File: src/rtl/id_stage_pkg.sv
// Shared decode definitions for the instruction-decode stage: opcodes, functs,
// the JAL link-register default and the instruction class enumeration.
package id_stage_pkg;

  localparam logic [5:0] OP_RTYPE = 6'h00;
  localparam logic [5:0] OP_J     = 6'h02;
  localparam logic [5:0] OP_JAL   = 6'h03;
  localparam logic [5:0] OP_BEQ   = 6'h04;
  localparam logic [5:0] OP_BNE   = 6'h05;
  localparam logic [5:0] OP_ADDI  = 6'h08;
  localparam logic [5:0] OP_SLTI  = 6'h0A;
  localparam logic [5:0] OP_ANDI  = 6'h0C;
  localparam logic [5:0] OP_ORI   = 6'h0D;
  localparam logic [5:0] OP_LW    = 6'h23;
  localparam logic [5:0] OP_SW    = 6'h2B;

  localparam logic [5:0] FUNCT_ADD = 6'h20;
  localparam logic [5:0] FUNCT_SUB = 6'h22;
  localparam logic [5:0] FUNCT_AND = 6'h24;
  localparam logic [5:0] FUNCT_OR  = 6'h25;

  localparam logic [4:0] LINK_REG_DEFAULT = 5'd31;

  typedef enum logic [2:0] {
    CLS_RTYPE,
    CLS_IMM,
    CLS_SRC2_NODEST,
    CLS_JUMP,
    CLS_LINK,
    CLS_ILLEGAL
  } instrClass_e;

  function automatic instrClass_e classify(input logic [5:0] op);
    case (op)
      OP_RTYPE:                                   return CLS_RTYPE;
      OP_ADDI, OP_SLTI, OP_ANDI, OP_ORI, OP_LW:   return CLS_IMM;
      OP_BEQ, OP_BNE, OP_SW:                      return CLS_SRC2_NODEST;
      OP_J:                                       return CLS_JUMP;
      OP_JAL:                                     return CLS_LINK;
      default:                                    return CLS_ILLEGAL;
    endcase
  endfunction

endpackage

File: src/rtl/id_scoreboard.sv
// Pending-write scoreboard: one bit per architectural register, r0 never pending.
module id_scoreboard (
  input  logic       i_clk,
  input  logic       i_reset,
  input  logic       i_setEn,
  input  logic [4:0] i_setReg,
  input  logic       i_clrEn,
  input  logic [4:0] i_clrReg,
  input  logic [4:0] i_lookupReg1,
  input  logic [4:0] i_lookupReg2,
  output logic       o_pending1,
  output logic       o_pending2
);

  logic [31:0] r_pending;

  // A new producer claiming a register outranks a retiring older write to it.
  always_ff @(posedge i_clk) begin
    if (i_reset) begin
      r_pending <= '0;
    end else begin
      for (int i = 1; i < 32; i++) begin
        if (i_setEn && (i_setReg == 5'(i)))
          r_pending[i] <= 1'b1;
        else if (i_clrEn && (i_clrReg == 5'(i)))
          r_pending[i] <= 1'b0;
      end
      r_pending[0] <= 1'b0;
    end
  end

  assign o_pending1 = r_pending[i_lookupReg1];
  assign o_pending2 = r_pending[i_lookupReg2];

endmodule

File: src/rtl/id_stage.sv
// MIPS decode stage with scoreboard interlock and one registered output slot.
// Define WB_BYPASS_EN to forward same-cycle writeback data instead of stalling.
module id_stage
  import id_stage_pkg::*;
#(
  parameter logic [4:0] LINK_REG = LINK_REG_DEFAULT
) (
  input  logic        i_clk,
  input  logic        i_reset,
  input  logic        i_instrValid,
  input  logic [31:0] i_instr,
  output logic        o_instrReady,
  output logic [4:0]  o_readRegister1,
  output logic [4:0]  o_readRegister2,
  input  logic [31:0] i_readData1,
  input  logic [31:0] i_readData2,
  input  logic        i_wbValid,
  input  logic [4:0]  i_wbRegister,
  input  logic [31:0] i_wbData,
  output logic        o_outValid,
  input  logic        i_outReady,
  output logic [5:0]  o_outOp,
  output logic [5:0]  o_outFunct,
  output logic [31:0] o_outA,
  output logic [31:0] o_outB,
  output logic [31:0] o_outImm,
  output logic [4:0]  o_outDest,
  output logic        o_outRegWrite,
  output logic        o_outIllegal
);

  logic [5:0]  w_op;
  logic [4:0]  w_rs, w_rt, w_rd;
  instrClass_e w_class;
  logic        w_readsRs, w_readsRt, w_illegal, w_regWrite;
  logic [4:0]  w_dest;
  logic        w_pend1, w_pend2, w_byp1, w_byp2, w_stall, w_accept;
  logic [31:0] w_opA, w_opB;

  logic        r_outValid, r_outRegWrite, r_outIllegal;
  logic [5:0]  r_outOp, r_outFunct;
  logic [31:0] r_outA, r_outB, r_outImm;
  logic [4:0]  r_outDest;

  assign w_op  = i_instr[31:26];
  assign w_rs  = i_instr[25:21];
  assign w_rt  = i_instr[20:16];
  assign w_rd  = i_instr[15:11];
  assign w_class = classify(w_op);

  assign o_readRegister1 = w_rs;
  assign o_readRegister2 = w_rt;

  always_comb begin
    w_readsRs = 1'b0;
    w_readsRt = 1'b0;
    w_illegal = 1'b0;
    w_dest    = 5'd0;
    case (w_class)
      CLS_RTYPE:       begin w_readsRs = 1'b1; w_readsRt = 1'b1; w_dest = w_rd; end
      CLS_IMM:         begin w_readsRs = 1'b1; w_dest = w_rt; end
      CLS_SRC2_NODEST: begin w_readsRs = 1'b1; w_readsRt = 1'b1; end
      CLS_JUMP:        ;
      CLS_LINK:        w_dest = LINK_REG;
      default:         w_illegal = 1'b1;
    endcase
  end

  assign w_regWrite = (w_dest != 5'd0);

  id_scoreboard u_scoreboard (
    .i_clk        (i_clk),
    .i_reset      (i_reset),
    .i_setEn      (w_accept && w_regWrite),
    .i_setReg     (w_dest),
    .i_clrEn      (i_wbValid),
    .i_clrReg     (i_wbRegister),
    .i_lookupReg1 (w_rs),
    .i_lookupReg2 (w_rt),
    .o_pending1   (w_pend1),
    .o_pending2   (w_pend2)
  );

`ifdef WB_BYPASS_EN
  assign w_byp1 = i_wbValid && (i_wbRegister != 5'd0) && (i_wbRegister == w_rs);
  assign w_byp2 = i_wbValid && (i_wbRegister != 5'd0) && (i_wbRegister == w_rt);
`else
  assign w_byp1 = 1'b0;
  assign w_byp2 = 1'b0;
`endif

  assign w_stall = i_instrValid && ((w_readsRs && w_pend1 && !w_byp1) ||
                                    (w_readsRt && w_pend2 && !w_byp2));
  assign o_instrReady = !w_stall && (!r_outValid || i_outReady) && !i_reset;
  assign w_accept     = i_instrValid && o_instrReady;

  assign w_opA = (w_readsRs && w_pend1 && w_byp1) ? i_wbData : i_readData1;
  assign w_opB = (w_readsRt && w_pend2 && w_byp2) ? i_wbData : i_readData2;

  // Output slot: loads on accept, otherwise holds until the consumer takes it.
  always_ff @(posedge i_clk) begin
    if (i_reset) begin
      r_outValid    <= 1'b0;
      r_outOp       <= '0;
      r_outFunct    <= '0;
      r_outA        <= '0;
      r_outB        <= '0;
      r_outImm      <= '0;
      r_outDest     <= '0;
      r_outRegWrite <= 1'b0;
      r_outIllegal  <= 1'b0;
    end else if (w_accept) begin
      r_outValid    <= 1'b1;
      r_outOp       <= w_op;
      r_outFunct    <= i_instr[5:0];
      r_outA        <= w_opA;
      r_outB        <= w_opB;
      r_outImm      <= {{16{i_instr[15]}}, i_instr[15:0]};
      r_outDest     <= w_dest;
      r_outRegWrite <= w_regWrite;
      r_outIllegal  <= w_illegal;
    end else if (r_outValid && i_outReady) begin
      r_outValid    <= 1'b0;
    end
  end

  assign o_outValid    = r_outValid;
  assign o_outOp       = r_outOp;
  assign o_outFunct    = r_outFunct;
  assign o_outA        = r_outA;
  assign o_outB        = r_outB;
  assign o_outImm      = r_outImm;
  assign o_outDest     = r_outDest;
  assign o_outRegWrite = r_outRegWrite;
  assign o_outIllegal  = r_outIllegal;

endmodule
File: config.mk
export PLATFORM = sky130hd
export DESIGN_NAME = id_stage
export DESIGN_NICKNAME = d
export VERILOG_FILES = /design/src/rtl/id_stage_pkg.sv /design/src/rtl/id_scoreboard.sv /design/src/rtl/id_stage.sv
export SDC_FILE = /design/constraint.sdc
export NUM_CORES = 1
export LEC_CHECK = 0
export BUFFER_PORTS_ARGS = -buffer_cell sky130_fd_sc_hd__buf_2
export CAP_MARGIN = 40
export CORE_MARGIN = 4
export CORE_UTILIZATION = 44
export DETAILED_ROUTE_END_ITERATION = 7
export PLACE_DENSITY = 0.76
export SYNTH_ARGS = -nofsm -noshare
export SYNTH_HDL_FRONTEND = slang
export SYNTH_SLANG_ARGS = --single-unit
File: constraint.sdc
create_clock -name i_clk -period 2.1 [get_ports i_clk]
set_input_delay 0.105 -clock i_clk [delete_from_list [all_inputs] [get_ports i_clk]]
set_output_delay 0.105 -clock i_clk [all_outputs]
set_load 0.02 [all_outputs]
==> metrics.json, run 1 <==
{
  "grt_antenna_before_repair": {"value": 0},
  "rsz0062_at_grt": {"value": "yes"},
  "combinationalPowerShare": {"value": 20.5, "unit": "%"},
  "timing.critical_path.fanout_max": {"value": 5},
  "post_synth_main_area_contributors": {"value": "dfxtp_1 40%, mux2_2 14%, nor2b_1 9.0%, buf_4 4.8%, mux4_2 4.7%"},
  "drt.antenna.violating_nets": {"value": 0},
  "cts_root_buf": {"value": "clkbuf_16"},
  "terminus_of_the_critical_flop_to_flop_path": {"value": "o_outA[1]$_SDFFE_PP0P_"},
  "synth-warning-count": {"value": 0},
  "detailed_place.area": {"value": 7650, "unit": "sq um"},
  "status": {"value": "complete, but fails checks"},
  "drt-pass1-iter-count": {"value": 5},
  "clk_latency": {"value": 0.42, "unit": "ns"},
  "route.detailed.drc": {"value": 0},
  "gp_congestion": {"value": 0.892},
  "first_global_vias": {"value": 6120},
  "core_area": {"value": 13900, "unit": "sq um"},
  "pin_count_of_the_biggest_net_entering_global_routing": {"value": 61},
  "crit_share_post_route": {"value": 116, "unit": "%"},
  "dp_hpwl": {"value": 13000, "unit": "microns"},
  "cp_data_arrival_time": {"value": 2.74, "unit": "ns"},
  "synthArstFlopShare": {"value": 0, "unit": "%"},
  "synth.yosys.seq_area_share": {"value": 39.9, "unit": "%"},
  "overflow": {"value": 0},
  "ff2ff_setup_slack": {"value": -0.34, "unit": "ns"},
  "p_per_area": {"value": 702, "unit": "nW/um^2"},
  "clock-sinks": {"value": 125},
  "finClkSkew": {"value": 0.0125, "unit": "ns"},
  "final-setup-viol-count": {"value": 125},
  "die_w": {"value": 127, "unit": "microns"},
  "worst_setup_hold_path_clk_slew": {"value": 0.06, "unit": "ns"},
  "num-nets-final": {"value": 1079},
  "drv_slew": {"value": 0},
  "max_cap_violations": {"value": 0},
  "register_to_register_path_depth": {"value": 9},
  "groute.layer.met3.usage": {"value": 8.19, "unit": "%"},
  "edff_count_synth": {"value": 0},
  "grt_first_pass_wirelength": {"value": 32300, "unit": "microns"},
  "highest_clock_rate": {"value": 411, "unit": "MHz"},
  "cts-htree-levels": {"value": 4},
  "synth.top_cell.area_share": {"value": 39.9, "unit": "%"},
  "finalInstanceArea": {"value": 9790, "unit": "sq um"},
  "clkPwrFrac": {"value": 41.8, "unit": "%"},
  "timing.final.hold_violations": {"value": 0},
  "via_per_inst": {"value": 5.41},
  "final_period_minus_worst_setup_slack": {"value": 2.44, "unit": "ns"},
  "holdCritPathClass": {"value": "input port to register"},
  "crit_path_required_time": {"value": 2.41, "unit": "ns"},
  "post-place-ws": {"value": -0.331, "unit": "ns"},
  "timing.critical_path.to_type": {"value": "register"},
  "transition_at_the_pin_with_the_smallest_max_transition_slack": {"value": 0.702, "unit": "ns"},
  "critical_path_cell_count": {"value": 9},
  "layout-area-overhead-vs-synth": {"value": 56.3, "unit": "%"},
  "chipHeight": {"value": 127, "unit": "microns"},
  "synth.lib_cells_used.distinct": {"value": 55},
  "tritoncts": {"value": "yes"},
  "timing.critical_path.slowest_stage_cell": {"value": "mux4_2"},
  "finalSetupTns": {"value": -24.82, "unit": "ns"},
  "rows": {"value": 43},
  "headroom_to_the_max_slew_limit": {"value": 53.1, "unit": "%"},
  "global_route.usage.total": {"value": 25.3, "unit": "%"},
  "netlist_area": {"value": 6260, "unit": "sq um"},
  "reg2reg_from": {"value": "u_scoreboard.r_pending[21]$_SDFFE_PP0P_"},
  "violations": {"value": "setup timing"},
  "critical-path-max-stage-delay": {"value": 0.51, "unit": "ns"},
  "wl": {"value": 22000, "unit": "microns"},
  "vdd.ir_drop.worst": {"value": 599, "unit": "uV"},
  "power.share.switching": {"value": 29.2, "unit": "%"},
  "diodes": {"value": 0},
  "final_core_util": {"value": 70.3, "unit": "%"},
  "grt_util_met1": {"value": 28.6, "unit": "%"},
  "power.internal": {"value": 4.87, "unit": "mW"},
  "worstSetupStartpointType": {"value": "register"},
  "switching_power_of_the_nets": {"value": 2.00, "unit": "mW"},
  "path_delay_family": {"value": "multiplexers"},
  "clk_path_buf_depth": {"value": 2},
  "place.port_buffers": {"value": 232},
  "cp-startpoint": {"value": "u_scoreboard.r_pending[21]$_SDFFE_PP0P_"},
  "dr.first_iter.drc_count": {"value": 408},
  "syn-num-nets": {"value": 742},
  "postSynthRegisterBits": {"value": 125},
  "synthDominantAreaCellType": {"value": "dfxtp_1"},
  "static-leakage-power": {"value": 4.44, "unit": "nW"},
  "cts_made_buffers": {"value": 17},
  "endpoint": {"value": "o_outA[1]$_SDFFE_PP0P_"},
  "setup_slack": {"value": -0.336, "unit": "ns"},
  "synthCells": {"value": 604},
  "grt.busiest_layer": {"value": "met2"},
  "worstPathCellList": {"value": "mux4_2, nor3b_4, nor4_4, o211ai_4, o211ai_4, buf_12, buf_12, buf_16, mux2_4"},
  "synth-main-ff-cell": {"value": "dfxtp_1"},
  "share_of_cells_above_drive_strength_1": {"value": 51.3, "unit": "%"},
  "critical_path_class": {"value": "register to register"},
  "relative_contribution_of_sequential_cells_to_total_power": {"value": 37.7, "unit": "%"},
  "via_count": {"value": 6134},
  "overall_die_area": {"value": 16200, "unit": "sq um"},
  "io_pins": {"value": 265},
  "initial_utilization": {"value": 45.0, "unit": "%"},
  "timing.critical_path.buf_inv": {"value": 3},
  "avgRoutedWirePerCell": {"value": 19.4, "unit": "microns"},
  "global_route.usage.met2": {"value": 43.6, "unit": "%"},
  "avgSynthCellArea": {"value": 10.4, "unit": "sq um"}
}
-- state kept, by name, indices dropped and copies added (netlist names) --
name                    flops
o_outA                     32
o_outB                     32
u_scoreboard.r_pending     31
o_outImm                   11
o_outOp                     6
o_outDest                   5
o_outFunct                  5
o_outIllegal                1
o_outRegWrite               1
o_outValid                  1
-- power by group through the flow --
stage | clock [mW] | combinational, mW | sequential, mW
6_report | 2.87 | 1.41 | 2.59
5_1_grt | 3.01 | 1.48 | 2.61
4_1_cts | 2.89 | 1.31 | 2.58
2_1_floorplan | 0 | 0.553 | 2.81
3_3_place_gp | 0 | 1.09 | 2.63
3_5_place_dp | 0 | 1.11 | 2.63
-- worst reg2reg max path: stages, from the launching register on --
cell and delay (ns):
dfxtp_2 0.32, mux4_2 0.51, nor3b_4 0.25, nor4_4 0.09, o211ai_4 0.24, o211ai_4 0.16, buf_12 0.17, buf_12 0.15
buf_16 0.14, mux2_4 0.29
-- per-layer routing --
layer	up-vias	wire length, microns
li1	2822	-
met1	2857	8150
met2	387	11000
met3	68	2080
met4	0	755
met5	-	0
-- Yosys cell counts (3+ instances only) --
| library cell | instances |
|---|---|
| nand2b_1 | 7 |
| mux2i_1 | 9 |
| nor3b_1 | 3 |
| nand4b_1 | 4 |
| or3b_1 | 3 |
| a21o_1 | 6 |
| buf_2 | 6 |
| mux4_2 | 13 |
| o31ai_1 | 26 |
| buf_6 | 4 |
| inv_1 | 6 |
| nand3_1 | 22 |
| nand2_1 | 43 |
| buf_4 | 40 |
| a21oi_1 | 13 |
| nand4_1 | 4 |
| o311ai_0 | 4 |
| mux2_4 | 11 |
| dfxtp_1 | 125 |
| o31ai_2 | 4 |
| clkbuf_1 | 20 |
| nand3b_1 | 3 |
| nor2b_1 | 90 |
| o211ai_1 | 15 |
| mux2_2 | 77 |
| nor2_1 | 9 |
-- metrics by stage --
step | total power, mW | instances | hold WS (ns)
finish | 6.87 | 1134 | 0.0198
global route | 7.11 | 1134 | 0.0168
CTS | 6.78 | 1128 | 0.00381
detailed placement | 3.74 | 1001 | 0.334
global placement | 3.72 | 1001 | 0.330
floorplan | 3.36 | 604 | 0.248
-- final cells by class --
class                      count  area (sq um)
inverter                       6          22.5
clock inverter                14           134
tap                          180           225
timing repair buffer         389          2860
clock buffer                  18           439
fill                         958          4140
sequential                   125          2510
multi-input combinational    402          3600
-- worst min-delay path by stage --
stage,cells after the start,from,endpoint,slack [ns]
finish,2,i_instr[31],o_outOp[5]$_SDFFE_PP0P_,0.02
global route,2,i_instr[31],o_outOp[5]$_SDFFE_PP0P_,0.02
CTS,2,i_instr[31],o_outOp[5]$_SDFFE_PP0P_,0.004
detailed placement,2,i_readData2[1],o_outB[1]$_SDFFE_PP0P_,0.33
global placement,2,i_readData1[20],o_outA[20]$_SDFFE_PP0P_,0.33
floorplan,1,i_readData1[0],o_outA[0]$_SDFFE_PP0P_,0.25
-- cells in the final DEF, fill, tap and decap left out, types with 15 or more instances in the layout --
master         instances
o211ai_1              15
clkbuf_16             21
dfxtp_1              120
buf_2                231
nor2b_1               90
nand2_1               43
mux2_2                74
buf_4                 47
dlygate4sd3_1         81
nand3_1               22
-- cells by family (layout without fill, tap and decap cells) --
logic type | Yosys count | count (layout) | share of synthesized area (%)
AND/OR/NAND/NOR | 201 | 201 | 18.2
AO/OA/AOI/OAI | 89 | 89 | 11.2
multiplexers | 111 | 111 | 22.8
flip-flops | 125 | 125 | 39.9
XOR/XNOR | 1 | 1 | 0.140
buffers and inverters | 77 | 427 | 7.79
-- timing repair --
item / 4_1_cts / 5_1_grt
setup buffers: 12 / 3
hold buffers: 81 / 0
pin swaps: 8 / 29
resized for setup: 29 / 64
cloned: 3 / 7
endpoints found under the setup margin: 125 / 126
hold endpoints to repair: 81 / 0
(Power assumes the default switching activity.)
==> run 2: changes to the inputs <==
--- a/config.mk
+++ b/config.mk
@@ -11,6 +11,7 @@
 export CORE_UTILIZATION = 44
 export DETAILED_ROUTE_END_ITERATION = 7
 export PLACE_DENSITY = 0.76
+export SKIP_CTS_REPAIR_TIMING = 1
 export SYNTH_ARGS = -nofsm -noshare
 export SYNTH_HDL_FRONTEND = slang
 export SYNTH_SLANG_ARGS = --single-unit
==> metrics.json, run 2 (same netlist as run 1, synthesis figures left out) <==
{
  "highest_clock_rate": {"value": 418, "unit": "MHz", "change": "+1.9%"},
  "clk_latency": {"value": 0.42, "unit": "ns", "change": "about the same"},
  "rows": {"value": 43, "change": "unchanged"},
  "crit_share_post_route": {"value": 114, "unit": "%", "change": "-2.2 points"},
  "vdd.ir_drop.worst": {"value": 566, "unit": "uV", "change": "-5.6%"},
  "global_route.usage.total": {"value": 21.2, "unit": "%", "change": "-4.1 points"},
  "finClkSkew": {"value": 0.0108, "unit": "ns", "change": "-0.00163 ns"},
  "headroom_to_the_max_slew_limit": {"value": 58.8, "unit": "%", "change": "+5.8 points"},
  "overall_die_area": {"value": 16200, "unit": "sq um", "change": "unchanged"},
  "drt-pass1-iter-count": {"value": 5, "change": "unchanged"},
  "reg2reg_from": {"value": "u_scoreboard.r_pending[4]$_SDFFE_PP0P_"},
  "cp_data_arrival_time": {"value": 2.69, "unit": "ns", "change": "-0.05 ns"},
  "ff2ff_setup_slack": {"value": -0.29, "unit": "ns", "change": "+0.05 ns"},
  "final-instance-count-excl-fill": {"value": 1120, "change": "-1.2%"},
  "cts_made_buffers": {"value": 17, "change": "unchanged"},
  "max_cap_violations": {"value": 0, "change": "unchanged"},
  "transition_at_the_pin_with_the_smallest_max_transition_slack": {"value": 0.617, "unit": "ns", "change": "-0.0851 ns"},
  "via_per_inst": {"value": 5.31, "change": "-1.9%"},
  "register_to_register_path_depth": {"value": 9, "change": "unchanged"},
  "footprint_of_the_multi_input_gates": {"value": 3370, "unit": "sq um", "change": "-6.4%"},
  "wl": {"value": 20700, "unit": "microns", "change": "-6.0%"},
  "min_delay_worst_endpoint": {"value": "o_outOp[5]$_SDFFE_PP0P_"},
  "core_area": {"value": 13900, "unit": "sq um", "change": "unchanged"},
  "holdCritPathClass": {"value": "input port to register"},
  "rsz0062_at_grt": {"value": "yes"},
  "dr.first_iter.drc_count": {"value": 325, "change": "-20%"},
  "first_global_vias": {"value": 5261, "change": "-14%"},
  "static-leakage-power": {"value": 4.25, "unit": "nW", "change": "-4.1%"},
  "diodes": {"value": 0, "change": "unchanged"},
  "critical_path_cell_count": {"value": 9, "change": "unchanged"},
  "status": {"value": "complete, but fails checks"},
  "worst_setup_hold_path_clk_slew": {"value": 0.06, "unit": "ns", "change": "about the same"},
  "timing.critical_path.buf_inv": {"value": 3, "change": "unchanged"},
  "timing.critical_path.slowest_stage_cell": {"value": "nor4_2"},
  "drv_slew": {"value": 0, "change": "unchanged"},
  "tritoncts": {"value": "yes"},
  "layout_commonest_cell": {"value": "buf_2"},
  "grt_antenna_before_repair": {"value": 0, "change": "unchanged"},
  "via_count": {"value": 5943, "change": "-3.1%"},
  "chipHeight": {"value": 127, "unit": "microns", "change": "unchanged"},
  "final_cell_mix": {"value": "231 x buf_2, 122 x dfxtp_1, 90 x nor2b_1"},
  "hold_depth": {"value": 2, "change": "unchanged"},
  "path_delay_family": {"value": "simple AND/OR/NAND/NOR gates"},
  "grt_first_pass_wirelength": {"value": 27300, "unit": "microns", "change": "-16%"},
  "timing.critical_path.fanout_max": {"value": 20, "change": "+15"},
  "dp_hpwl": {"value": 13000, "unit": "microns", "change": "unchanged"},
  "timing.critical_path.mode_cell": {"value": "o211ai_4"},
  "cts_root_buf": {"value": "clkbuf_16"},
  "avgRoutedWirePerCell": {"value": 18.5, "unit": "microns", "change": "-4.8%"},
  "worstSetupStartpointType": {"value": "register"},
  "final_core_util": {"value": 66.3, "unit": "%", "change": "-4.0 points"},
  "critical-path-max-stage-delay": {"value": 0.45, "unit": "ns", "change": "-0.06 ns"},
  "setup_slack": {"value": -0.290, "unit": "ns", "change": "+0.0454 ns"},
  "critical_path_class": {"value": "register to register"},
  "crit_path_required_time": {"value": 2.40, "unit": "ns", "change": "about the same"},
  "overflow": {"value": 0, "change": "unchanged"},
  "timing.critical_path.to_type": {"value": "register"},
  "hold_path_startpoint": {"value": "i_instr[31]"},
  "share_of_cells_above_drive_strength_1": {"value": 48.6, "unit": "%", "change": "-2.6 points"},
  "p_per_area": {"value": 730, "unit": "nW/um^2", "change": "+4.0%"},
  "layout-area-overhead-vs-synth": {"value": 47.5, "unit": "%"},
  "seq_area": {"value": 2510, "unit": "sq um", "change": "-0.10%"},
  "placed_cells": {"value": 1001, "change": "unchanged"},
  "cts-htree-levels": {"value": 4, "change": "unchanged"},
  "clock-sinks": {"value": 125, "change": "unchanged"},
  "drt.antenna.violating_nets": {"value": 0, "change": "unchanged"},
  "num-nets-final": {"value": 1065, "change": "-1.3%"},
  "worstPathCellList": {"value": "and3b_1, a2111oi_4, nor4_2, o211ai_4, buf_4, o211ai_4, buf_12, clkbuf_16, mux2_2"},
  "clk_path_buf_depth": {"value": 2, "change": "unchanged"},
  "final-setup-viol-count": {"value": 125, "change": "unchanged"},
  "route.detailed.drc": {"value": 0, "change": "unchanged"},
  "timing.final.hold_violations": {"value": 0, "change": "unchanged"},
  "die_w": {"value": 127, "unit": "microns", "change": "unchanged"},
  "fillCellCount": {"value": 1033, "change": "+7.8%"},
  "hold_slack": {"value": 0.0200, "unit": "ns", "change": "+0.000227 ns"},
  "gp_congestion": {"value": 0.892, "change": "unchanged"},
  "pin_count_of_the_biggest_net_entering_global_routing": {"value": 61, "change": "unchanged"},
  "initial_utilization": {"value": 45.0, "unit": "%", "change": "unchanged"},
  "terminus_of_the_critical_flop_to_flop_path": {"value": "o_outB[29]$_SDFFE_PP0P_"},
  "place.port_buffers": {"value": 232, "change": "unchanged"},
  "violations": {"value": "setup timing"},
  "final_period_minus_worst_setup_slack": {"value": 2.39, "unit": "ns", "change": "-0.0454 ns"},
  "io_pins": {"value": 265, "change": "unchanged"}
}
-- run 2: changes by cell type in the layout (fill, tap and decap cells not counted), sizes merged --
cell / previous run / this run
buf: 304 / 292
clkbuf: 22 / 20
-- run 2: how the worst max path moves through the flow --
stage                                    to  slack [ns]                              startpoint
detailed placement   o_outB[4]$_SDFFE_PP0P_       -0.33                             i_instr[27]
global route        o_outB[29]$_SDFFE_PP0P_       -0.36  u_scoreboard.r_pending[4]$_SDFFE_PP0P_
CTS                            o_instrReady       -0.43  u_scoreboard.r_pending[5]$_SDFFE_PP0P_
global placement    o_outA[12]$_SDFFE_PP0P_       -0.31                             i_instr[27]
floorplan            o_outA[0]$_SDFFE_PP0P_       -0.02  u_scoreboard.r_pending[6]$_SDFFE_PP0P_
finish              o_outB[29]$_SDFFE_PP0P_       -0.29  u_scoreboard.r_pending[4]$_SDFFE_PP0P_
-- run 2: power by group --
part           internal, mW  switching [mW]  total [mW]
registers              2.52          0.0744        2.59
logic                 0.607           0.687        1.29
clock network          1.68            1.18        2.86
-- run 2: routing by layer --
metal | global-route usage [%] | share of wire [%] | routed length, microns | vias to the layer above
li1 | - | - | - | 2781
met5 | 0 | 0 | 0 | -
met3 | 7.32 | 8.6 | 1780 | 52
met2 | 35.7 | 50 | 10400 | 309
met4 | 6.94 | 3.3 | 691 | 0
met1 | 25.2 | 38 | 7810 | 2801
-- run 2: layout make-up --
type                            instances  share of cell area [%]
Clock inverter                         14                    1.45
Timing Repair Buffer                  375                    27.5
Multi-Input combinational cell        402                    36.5
Clock buffer                           18                    4.75
Sequential cell                       125                    27.1
Tap cell                              180                    2.44
Inverter                                6                   0.244
-- run 2: worst reg2reg max path, cell delays in order (launching register included) --
cell,delay [ns]
dfxtp_1,0.37
and3b_1,0.22
a2111oi_4,0.06
nor4_2,0.45
o211ai_4,0.15
buf_4,0.16
o211ai_4,0.08
buf_12,0.18
clkbuf_16,0.21
mux2_2,0.38
-- run 2: metrics by stage --
| stage | setup TNS, ns | total power [mW] | instance area (sq um) | worst slack [ns] |
|---|---|---|---|---|
| 3_5_place_dp | -30.92 | 3.74 | 7650 | -0.331 |
| 4_1_cts | -30.72 | 6.59 | 8220 | -0.435 |
| 3_3_place_gp | -28.73 | 3.72 | 7650 | -0.306 |
| 5_1_grt | -35.37 | 6.98 | 9240 | -0.358 |
| 6_report | -24.73 | 6.74 | 9240 | -0.290 |
| 2_1_floorplan | -0.155 | 3.36 | 6270 | -0.0155 |
